[src/rtl/riscv_mem_pkg.sv]
// Shared types and default widths for the unified-memory port arbiter.
package riscv_mem_pkg;

    typedef enum logic [1:0] {IDLE, ISSUE, WAIT_RSP} arb_state_t;
    typedef enum logic {OWN_IF, OWN_DM} owner_e;

    localparam int DEF_ADDR_W = 32;
    localparam int DEF_DATA_W = 32;

endpackage

[src/rtl/mem_port_arbiter_perf_counters.sv]
// Grant and conflict event counters for the memory port arbiter; only
// instantiated when ARB_PERF_CNT_EN is defined.
module arb_perf_counters (
    input  logic        clk,
    input  logic        rst,
    input  logic        grant_if,
    input  logic        grant_dm,
    input  logic        conflict,
    output logic [31:0] perf_if_grants,
    output logic [31:0] perf_dm_grants,
    output logic [31:0] perf_conflict
);

    // Counters wrap modulo 2^32.
    always_ff @(posedge clk or posedge rst) begin
        if (rst) begin
            perf_if_grants <= '0;
            perf_dm_grants <= '0;
            perf_conflict  <= '0;
        end else begin
            if (grant_if) perf_if_grants <= perf_if_grants + 32'd1;
            if (grant_dm) perf_dm_grants <= perf_dm_grants + 32'd1;
            if (conflict) perf_conflict  <= perf_conflict + 32'd1;
        end
    end

endmodule

[src/rtl/mem_port_arbiter.sv]
// Single-port memory arbiter between IF fetch and MEM data access: data-over-fetch
// priority with anti-starvation, one outstanding transaction. Optional ARB_PERF_CNT_EN.
module mem_port_arbiter
    import riscv_mem_pkg::*;
#(
    parameter int ADDR_W     = DEF_ADDR_W,
    parameter int DATA_W     = DEF_DATA_W,
    parameter int STARVE_MAX = 4
) (
    input  logic                clk,
    input  logic                rst,
    input  logic                if_req_valid,
    input  logic [ADDR_W-1:0]   if_req_addr,
    output logic                if_req_ready,
    output logic                if_rsp_valid,
    output logic [DATA_W-1:0]   if_rsp_data,
    input  logic                dm_req_valid,
    input  logic                dm_req_we,
    input  logic [ADDR_W-1:0]   dm_req_addr,
    input  logic [DATA_W-1:0]   dm_req_wdata,
    input  logic [DATA_W/8-1:0] dm_req_be,
    output logic                dm_req_ready,
    output logic                dm_rsp_valid,
    output logic [DATA_W-1:0]   dm_rsp_data,
    output logic                mem_req_valid,
    output logic                mem_req_we,
    output logic [ADDR_W-1:0]   mem_req_addr,
    output logic [DATA_W-1:0]   mem_req_wdata,
    output logic [DATA_W/8-1:0] mem_req_be,
    input  logic                mem_req_ready,
    input  logic                mem_rsp_valid,
    input  logic [DATA_W-1:0]   mem_rsp_data,
    output logic                stall_if,
    output logic                stall_dm,
    output logic                busy,
    output logic [31:0]         perf_if_grants,
    output logic [31:0]         perf_dm_grants,
    output logic [31:0]         perf_conflict
);

    localparam int BE_W = DATA_W / 8;
    localparam int SC_W = $clog2(STARVE_MAX + 1);
    localparam logic [SC_W-1:0] STARVE_LIM = SC_W'(STARVE_MAX);

    arb_state_t          state, state_nxt;
    owner_e              owner;
    logic                lat_we;
    logic [ADDR_W-1:0]   lat_addr;
    logic [DATA_W-1:0]   lat_wdata;
    logic [BE_W-1:0]     lat_be;
    logic [SC_W-1:0]     starve_cnt;
    logic                grant_if, grant_dm;

    always_ff @(posedge clk or posedge rst) begin
        if (rst) state <= IDLE;
        else     state <= state_nxt;
    end

    // Fetch only wins a contested IDLE cycle once data has been granted STARVE_MAX times.
    always_comb begin
        state_nxt = state;
        grant_if  = 1'b0;
        grant_dm  = 1'b0;
        case (state)
            IDLE: begin
                grant_if = if_req_valid & (~dm_req_valid | (starve_cnt == STARVE_LIM));
                grant_dm = dm_req_valid & ~grant_if;
                if (grant_if | grant_dm) state_nxt = ISSUE;
            end
            ISSUE: begin
                if (mem_req_ready) state_nxt = lat_we ? IDLE : WAIT_RSP;
            end
            WAIT_RSP: begin
                if (mem_rsp_valid) state_nxt = IDLE;
            end
            default: state_nxt = IDLE;
        endcase
    end

    always_ff @(posedge clk or posedge rst) begin
        if (rst) begin
            owner     <= OWN_IF;
            lat_we    <= 1'b0;
            lat_addr  <= '0;
            lat_wdata <= '0;
            lat_be    <= '0;
        end else if (grant_if) begin
            owner     <= OWN_IF;
            lat_we    <= 1'b0;
            lat_addr  <= if_req_addr;
            lat_wdata <= '0;
            lat_be    <= '1;
        end else if (grant_dm) begin
            owner     <= OWN_DM;
            lat_we    <= dm_req_we;
            lat_addr  <= dm_req_addr;
            lat_wdata <= dm_req_wdata;
            lat_be    <= dm_req_we ? dm_req_be : '1;
        end
    end

    always_ff @(posedge clk or posedge rst) begin
        if (rst)
            starve_cnt <= '0;
        else if (grant_if)
            starve_cnt <= '0;
        else if (grant_dm && if_req_valid && starve_cnt != STARVE_LIM)
            starve_cnt <= starve_cnt + SC_W'(1);
    end

    // Responses are registered; data holds between pulses.
    always_ff @(posedge clk or posedge rst) begin
        if (rst) begin
            if_rsp_valid <= 1'b0;
            if_rsp_data  <= '0;
            dm_rsp_valid <= 1'b0;
            dm_rsp_data  <= '0;
        end else begin
            if_rsp_valid <= 1'b0;
            dm_rsp_valid <= 1'b0;
            if (state == ISSUE && mem_req_ready && lat_we) begin
                dm_rsp_valid <= 1'b1;
                dm_rsp_data  <= '0;
            end
            if (state == WAIT_RSP && mem_rsp_valid) begin
                if (owner == OWN_IF) begin
                    if_rsp_valid <= 1'b1;
                    if_rsp_data  <= mem_rsp_data;
                end else begin
                    dm_rsp_valid <= 1'b1;
                    dm_rsp_data  <= mem_rsp_data;
                end
            end
        end
    end

    assign if_req_ready  = grant_if;
    assign dm_req_ready  = grant_dm;
    assign mem_req_valid = (state == ISSUE);
    assign mem_req_we    = lat_we;
    assign mem_req_addr  = lat_addr;
    assign mem_req_wdata = lat_wdata;
    assign mem_req_be    = lat_be;
    assign stall_if      = if_req_valid & ~if_req_ready;
    assign stall_dm      = dm_req_valid & ~dm_req_ready;
    assign busy          = (state != IDLE);

`ifdef ARB_PERF_CNT_EN
    arb_perf_counters u_perf (
        .clk            (clk),
        .rst            (rst),
        .grant_if       (grant_if),
        .grant_dm       (grant_dm),
        .conflict       ((state == IDLE) & if_req_valid & dm_req_valid),
        .perf_if_grants (perf_if_grants),
        .perf_dm_grants (perf_dm_grants),
        .perf_conflict  (perf_conflict)
    );
`else
    assign perf_if_grants = '0;
    assign perf_dm_grants = '0;
    assign perf_conflict  = '0;
`endif

endmodule

[config.mk]
export PLATFORM = sky130hd
export DESIGN_NAME = mem_port_arbiter
export DESIGN_NICKNAME = d
export VERILOG_FILES = /design/src/rtl/riscv_mem_pkg.sv /design/src/rtl/mem_port_arbiter_perf_counters.sv /design/src/rtl/mem_port_arbiter.sv
export SDC_FILE = /design/constraint.sdc
export NUM_CORES = 1
export LEC_CHECK = 0
export BUFFER_PORTS_ARGS = -buffer_cell sky130_fd_sc_hd__buf_2
export CAP_MARGIN = 20
export CORE_AREA = 3 3 144 146
export DETAILED_ROUTE_END_ITERATION = 12
export DIE_AREA = 0 0 147 149
export PLACE_DENSITY = 0.65
export SLEW_MARGIN = 20
export SYNTH_ARGS = -nofsm -noshare
export SYNTH_HDL_FRONTEND = slang
export SYNTH_HIERARCHICAL = 1
export SYNTH_SLANG_ARGS = --single-unit
[constraint.sdc]
create_clock -name clk -period 6.5 [get_ports clk]
set_input_delay 1.3 -clock clk [delete_from_list [all_inputs] [get_ports clk]]
set_output_delay 1.3 -clock clk [all_outputs]
set_load 0.01 [all_outputs]
==> flow_metrics.tcl, run 1 <==
set metrics [dict create \
    status "finished clean" \
    post-route-util_pct 42.20 \
    power.leakage_nw 4.396 \
    holdCritPathClass "reg2reg" \
    rsz0062_at_grt "false" \
    dieArea_um2 21900 \
    dieWidth_um 147 \
    cap_violations 0 \
    path_max_fanout 35 \
    ctsRootBufferMaster "clkbuf_16" \
    fill_cells 1876 \
    max-slew-margin-rel_pct 25.45 \
    synth_cell_type_count 34 \
    ys_ff_latch 141 \
    tightest_slew_ps 1118 \
    fmax_mhz 221.0 \
    area_delta_synth_final_pct 28.76 \
    ant_nets 0 \
    syn_area_per_cell_um2 11.78 \
    gr-total-overflow 0 \
    synth_top_family_by_area "compound AO/OA/AOI/OAI gates" \
    finish.instance_area_um2 8239 \
    muxShareOfSynthArea_pct 5.632 \
    first_pass_iters 4 \
    synth-seq-area-share_pct 55.14 \
    worst_path_largest_cell_delay_ps 930 \
    skew_ps 10.48 \
    cp-end-kind "output pin" \
    cts_tree "built" \
    reg2reg_depth 6 \
    postCtsResizedCells 0 \
    htreeDepth 4 \
    layout_min_cycle_time_ps 4526 \
    core_area_um2 19530 \
    cts_buffer_depth 2 \
    crit_type "in2out" \
    ys.flop_type "dfrtp_1" \
    io_buffers 279 \
    drt_iter0_drc 275 \
    cts_hold_buf 0 \
    synthAdderAreaFrac_pct 0.3911 \
    fin_crit_sh_pct 69.62 \
    synth_area_leaders "dfrtp_1 55%, buf_4 11%, a22o_1 8.8%" \
    synth_area_um2 6399 \
    place_congestion 0.7292 \
    finalSetupTns_ps 0 \
    fin_nets 951 \
    dp_hpwl_mm 12.55 \
    synthXorXnorAreaFrac_pct 0.1369 \
    grt_max_degree 88 \
    multiInputGateArea_um2 2185 \
    wire_per_inst_um 16.51 \
    start_util_pct 32.77 \
    crit_chain "buf_2 -> a21bo_1 -> and2_1 -> buf_4 -> nor2b_1 -> buf_2" \
    drt-total-wl_mm 17.96 \
    hold_depth 1 \
    placed_area_um2 7652 \
    num_antenna_cells 0 \
    finalSetupViolCount 0 \
    layout-drive-gt1-share_pct 43.50 \
    via_per_inst 4.596 \
    synth_area_leader_cell "dfrtp_1" \
    async_flop_share_pct 100.0 \
    maxSlewViolCount 0 \
    synth_cells 543 \
    critical_path.most_common_cell "buf_2" \
    grt_pass1_wl_mm 27.32 \
    synth-edff-count 0 \
    clk_pin_slew_worst_paths_ps 60 \
    ios 376 \
    powerDensity_nw_per_um2 488.1 \
    synth_compound_area_share_pct 17.44 \
    max-vdd-ir-drop_mv 0.1564 \
    startpoint_type "primary input" \
    hold_viol 0 \
    cts_buffers 17 \
    synth_top_area_share_pct 55.14 \
    cp.required_ps 5200 \
    clock-sinks 141 \
    globalRouteTotalUtil_pct 15.68 \
    synthTopCellsByCount "141 x dfrtp_1, 96 x buf_4, 64 x a22o_1" \
    synth_most_common_cell "dfrtp_1" \
    grt_pass1_vias 4899 \
    ys.warnings.count 6 \
    cp.arrival_ps 3230 \
    cts_setup_buffers 0 \
    die_h_um 149 \
    via_count 5000 \
    num_rows 51 \
    slowest_stage "a21bo_1" \
    synthSimpleGateAreaFrac_pct 4.693 \
    drc_errors 0 \
    regArea_um2 3528 \
    antenna_found_initial 1 \
    clk_latency_ps 420 \
]
layer usage:
layer | global-route usage (%) | routed length [µm]
met5 | 0 | 13
met4 | 3.728 | 123
met3 | 4.527 | 1390
met2 | 27.13 | 8829
met1 | 19.49 | 7606
worst max-delay path: cells and delay by family:
kind | cells | cell delay, ps
AO/OA/AOI/OAI | 1 | 930
AND/OR/NAND/NOR | 2 | 320
buffers and inverters | 3 | 660
power breakdown:
group | switching (mW) | total (mW) | internal (mW)
clock | 0.416 | 0.971 | 0.554
combinational | 0.861 | 1.53 | 0.669
sequential | 0.229 | 1.52 | 1.29
final timing paths:
path,slack [ps],endpoint,start
min in group asynchronous,1020,mem_req_wdata[6],rst
worst max register to register,4010,mem_req_addr[28],starve_cnt[0]
worst max-delay path,1970,stall_if,dm_req_valid
worst min-delay path,480,if_rsp_data[17],if_rsp_data[17]
worst min register to register,480,if_rsp_data[17],if_rsp_data[17]
max in group asynchronous,4240,mem_req_wdata[17],rst
kinds of logic after synthesis:
group	Yosys count
AO/OA/AOI/OAI	142
XOR/XNOR	1
adder cells (fa/ha/maj)	2
buffers and inverters	173
flip-flops	141
multiplexers	32
other	1
AND/OR/NAND/NOR	51
state kept, by name, summed over array words and instances, names as in the netlist:
| signal | cells |
|---|---|
| dm_rsp_data | 32 |
| if_rsp_data | 32 |
| mem_req_addr | 32 |
| mem_req_wdata | 32 |
| mem_req_be | 4 |
| starve_cnt | 3 |
| state | 2 |
| dm_rsp_valid | 1 |
| if_rsp_valid | 1 |
| mem_req_we | 1 |
| owner | 1 |
metrics by stage:
stage	total power, mW	setup slack, ps	hold slack, ps	std cells
2_1_floorplan	2.453	1419	523.1	638
3_5_place_dp	3.085	2011	471.5	1056
6_report	4.021	1974	484.9	1088
4_1_cts	4.075	2004	485.4	1088
5_1_grt	4.278	1866	488.7	1088
3_3_place_gp	3.046	2011	463.7	1056
area by class of cell:
class / count / share of cell area [%]
Tap cell: 265 / 4.024
Inverter: 39 / 1.838
Clock inverter: 14 / 1.792
Timing Repair Buffer: 287 / 17.68
Sequential cell: 141 / 42.82
Multi-Input combinational cell: 324 / 26.51
Clock buffer: 18 / 5.330
layout by cell type (no fill, tap or decap), types with 2 or more instances in the layout:
master       n
dfrtp_1    141
o21ai_0     36
mux2_2      31
nand2_1      2
a22o_1      64
conb_1      96
o22a_1       4
nand3_1     35
clkinv_2     2
inv_8        5
nor2_2       2
ha_1         2
o311ai_1    14
nor2_1       2
o311ai_0    18
nor2b_1      3
buf_4        8
clkbuf_16   17
inv_1       37
inv_6        5
buf_2      279
Note: power is estimated with default switching activity, not from simulation.
==> run 2: changes to the inputs <==
--- a/config.mk
+++ b/config.mk
@@ -5,12 +5,13 @@
 export SDC_FILE = /design/constraint.sdc
 export NUM_CORES = 1
 export LEC_CHECK = 0
+export ABC_AREA = 1
 export BUFFER_PORTS_ARGS = -buffer_cell sky130_fd_sc_hd__buf_2
 export CAP_MARGIN = 20
-export CORE_AREA = 3 3 144 146
+export CORE_MARGIN = 3
+export CORE_UTILIZATION = 35
 export DETAILED_ROUTE_END_ITERATION = 12
-export DIE_AREA = 0 0 147 149
-export PLACE_DENSITY = 0.65
+export PLACE_DENSITY = 0.71
 export SLEW_MARGIN = 20
 export SYNTH_ARGS = -nofsm -noshare
 export SYNTH_HDL_FRONTEND = slang
==> constraint.sdc (replaced) <==
create_clock -name clk -period 3.68 [get_ports clk]
set_input_delay 0.736 -clock clk [delete_from_list [all_inputs] [get_ports clk]]
set_output_delay 0.736 -clock clk [all_outputs]
set_load 0.01 [all_outputs]
==> run 2 against run 1 <==
Utilization rose by 3.9 points. Global-route usage rose by 2.0 points. Cell count rose by 29%. Clock power rose by 83%. Critical path type is now reg2out. Sequential share of layout area fell by 2.7 points. Flip-flop and latch count did not move. Worst hold slack got worse by 130 ps. Combinational power rose by 86%. Critical path depth fell by 2. Via count rose by 22%.
==> flow_metrics.tcl, run 2 <==
set metrics [dict create \
    fill_cells 1884 \
    multiInputGateArea_um2 2504 \
    most-common-layout-cells "375 x nand2_1, 279 x buf_2, 141 x dfrtp_1" \
    syn_area_per_cell_um2 8.023 \
    first_pass_iters 4 \
    hold_viol 0 \
    drt-total-wl_mm 19.40 \
    wire_per_inst_um 13.84 \
    fin_crit_sh_pct 78.72 \
    clk_pin_slew_worst_paths_ps 60 \
    powerDensity_nw_per_um2 829.6 \
    cp-end-kind "output pin" \
    synth_cells 863 \
    cts_buffer_depth 2 \
    async_flop_share_pct 100.0 \
    synth_most_common_cell "nand2_1" \
    fmax_mhz 345.2 \
    cp.required_ps 2940 \
    cp.arrival_ps 2160 \
    finalSetupTns_ps 0 \
    regArea_um2 3528 \
    synth-seq-area-share_pct 50.96 \
    synth_area_leaders "dfrtp_1 51%, nand2_1 20%, buf_4 11%" \
    grt_pass1_vias 5862 \
    via_per_inst 4.345 \
    maxSlewViolCount 0 \
    dieWidth_um 146.7 \
    dieArea_um2 21510 \
    ys.flop_type "dfrtp_1" \
    fin_nets 1270 \
    synth-edff-count 0 \
    power_mw 7.296 \
    grt_pass1_wl_mm 30.79 \
    drc_errors 0 \
    die_h_um 146.7 \
    final_common_cell "nand2_1" \
    place_congestion 0.8396 \
    clock-sinks 141 \
    postCtsResizedCells 0 \
    startpoint_type "flop" \
    cts_tree "built" \
    cts_hold_buf 0 \
    grt_max_degree 72 \
    holdCritPathClass "in2async" \
    ys_ff_latch 141 \
    synthTopCellsByCount "375 x nand2_1, 141 x dfrtp_1, 100 x buf_4" \
    layout_min_cycle_time_ps 2897 \
    synth_area_leader_cell "dfrtp_1" \
    dp_hpwl_mm 13.97 \
    core_area_um2 19080 \
    ios 376 \
    synth_cell_type_count 25 \
    r2r_slack_ps 1210 \
    crit_type "reg2out" \
    status "finished clean" \
    finalSetupViolCount 0 \
    synth_area_um2 6924 \
    start_util_pct 36.29 \
    antenna_found_initial 0 \
    via_count 6091 \
    tightest_slew_ps 739.0 \
    ant_nets 0 \
    gr-total-overflow 0 \
    num_rows 50 \
    max-slew-margin-rel_pct 50.74 \
    cts_buffers 17 \
    rsz0062_at_grt "false" \
    skew_ps 10.84 \
    cap_violations 0 \
    htreeDepth 4 \
    synth_top_area_share_pct 50.96 \
    ctsRootBufferMaster "clkbuf_16" \
    max-vdd-ir-drop_mv 0.4549 \
    power.leakage_nw 5.462 \
    area_delta_synth_final_pct 27.01 \
    globalRouteTotalUtil_pct 17.68 \
    drt_iter0_drc 212 \
    clk_latency_ps 410 \
    path_max_fanout 35 \
    cts_setup_buffers 0 \
    ys.warnings.count 6 \
    layout-drive-gt1-share_pct 29.36 \
    io_buffers 279 \
]
run 2: power by group:
part	total [mW]	internal, mW	switching (mW)
registers	2.67	2.28	0.396
clock network	1.78	1.08	0.703
logic	2.84	1.04	1.80
total	7.30	4.40	2.90
run 2: final timing paths:
path / cells past startpoint / to / startpoint
max: 4 / dm_req_ready / state[0]
min: 2 / dm_rsp_data[22] / rst
max reg2reg: 6 / mem_req_addr[25] / state[0]
min reg2reg: 2 / if_rsp_data[18] / if_rsp_data[18]
max in group asynchronous: 3 / mem_req_be[0] / rst
min in group clk: 2 / if_rsp_data[18] / if_rsp_data[18]
run 2: metal layers:
layer,global-route usage (%),vias up,wire (µm)
li1,-,2990,-
met1,22.28,2820,8050
met2,29.64,258,9574
met3,4.749,23,1437
met4,5.597,0,337
met5,0,-,0
run 2: cell type report:
| class | count | share of cell area [%] |
|---|---|---|
| Sequential cell | 141 | 40.12 |
| Tap cell | 260 | 3.699 |
| Antenna cell | 1 | 0.02845 |
| Clock buffer | 17 | 4.837 |
| Timing Repair Buffer | 290 | 17.10 |
| Multi-Input combinational cell | 595 | 28.47 |
| Inverter | 84 | 3.628 |
| Clock inverter | 14 | 2.120 |
run 2: cell families after synthesis:
| family | synth area share, % |
|---|---|
| other | 0.05416 |
| xor gates and xnor gates | 0.1265 |
| and+or+nand+nor | 29.53 |
| AOI/OAI and AO/OA | 0.9398 |
| buffers and inverters | 18.03 |
| DFF | 50.96 |
| adders and majority gates | 0.3613 |
run 2: metrics by stage:
step	util [%]	instance area [µm²]	worst slack (ps)	hold slack, ps	cells
after floorplan	-	7284	1181	490.5	958
after global placement	42.87	8180	1010	456.6	1370
after detailed placement	42.87	8180	949.3	460.2	1370
after CTS	46.08	8792	756.7	342.0	1401
after global routing	46.08	8792	612.1	358.2	1401
final	46.09	8795	783.1	354.1	1402
run 2: critical path, stage by stage, from the launching register on:
cell,delay (ps)
dfrtp_1,420
nor2_4,510
o21ai_4,170
nor2_8,420
buf_2,220
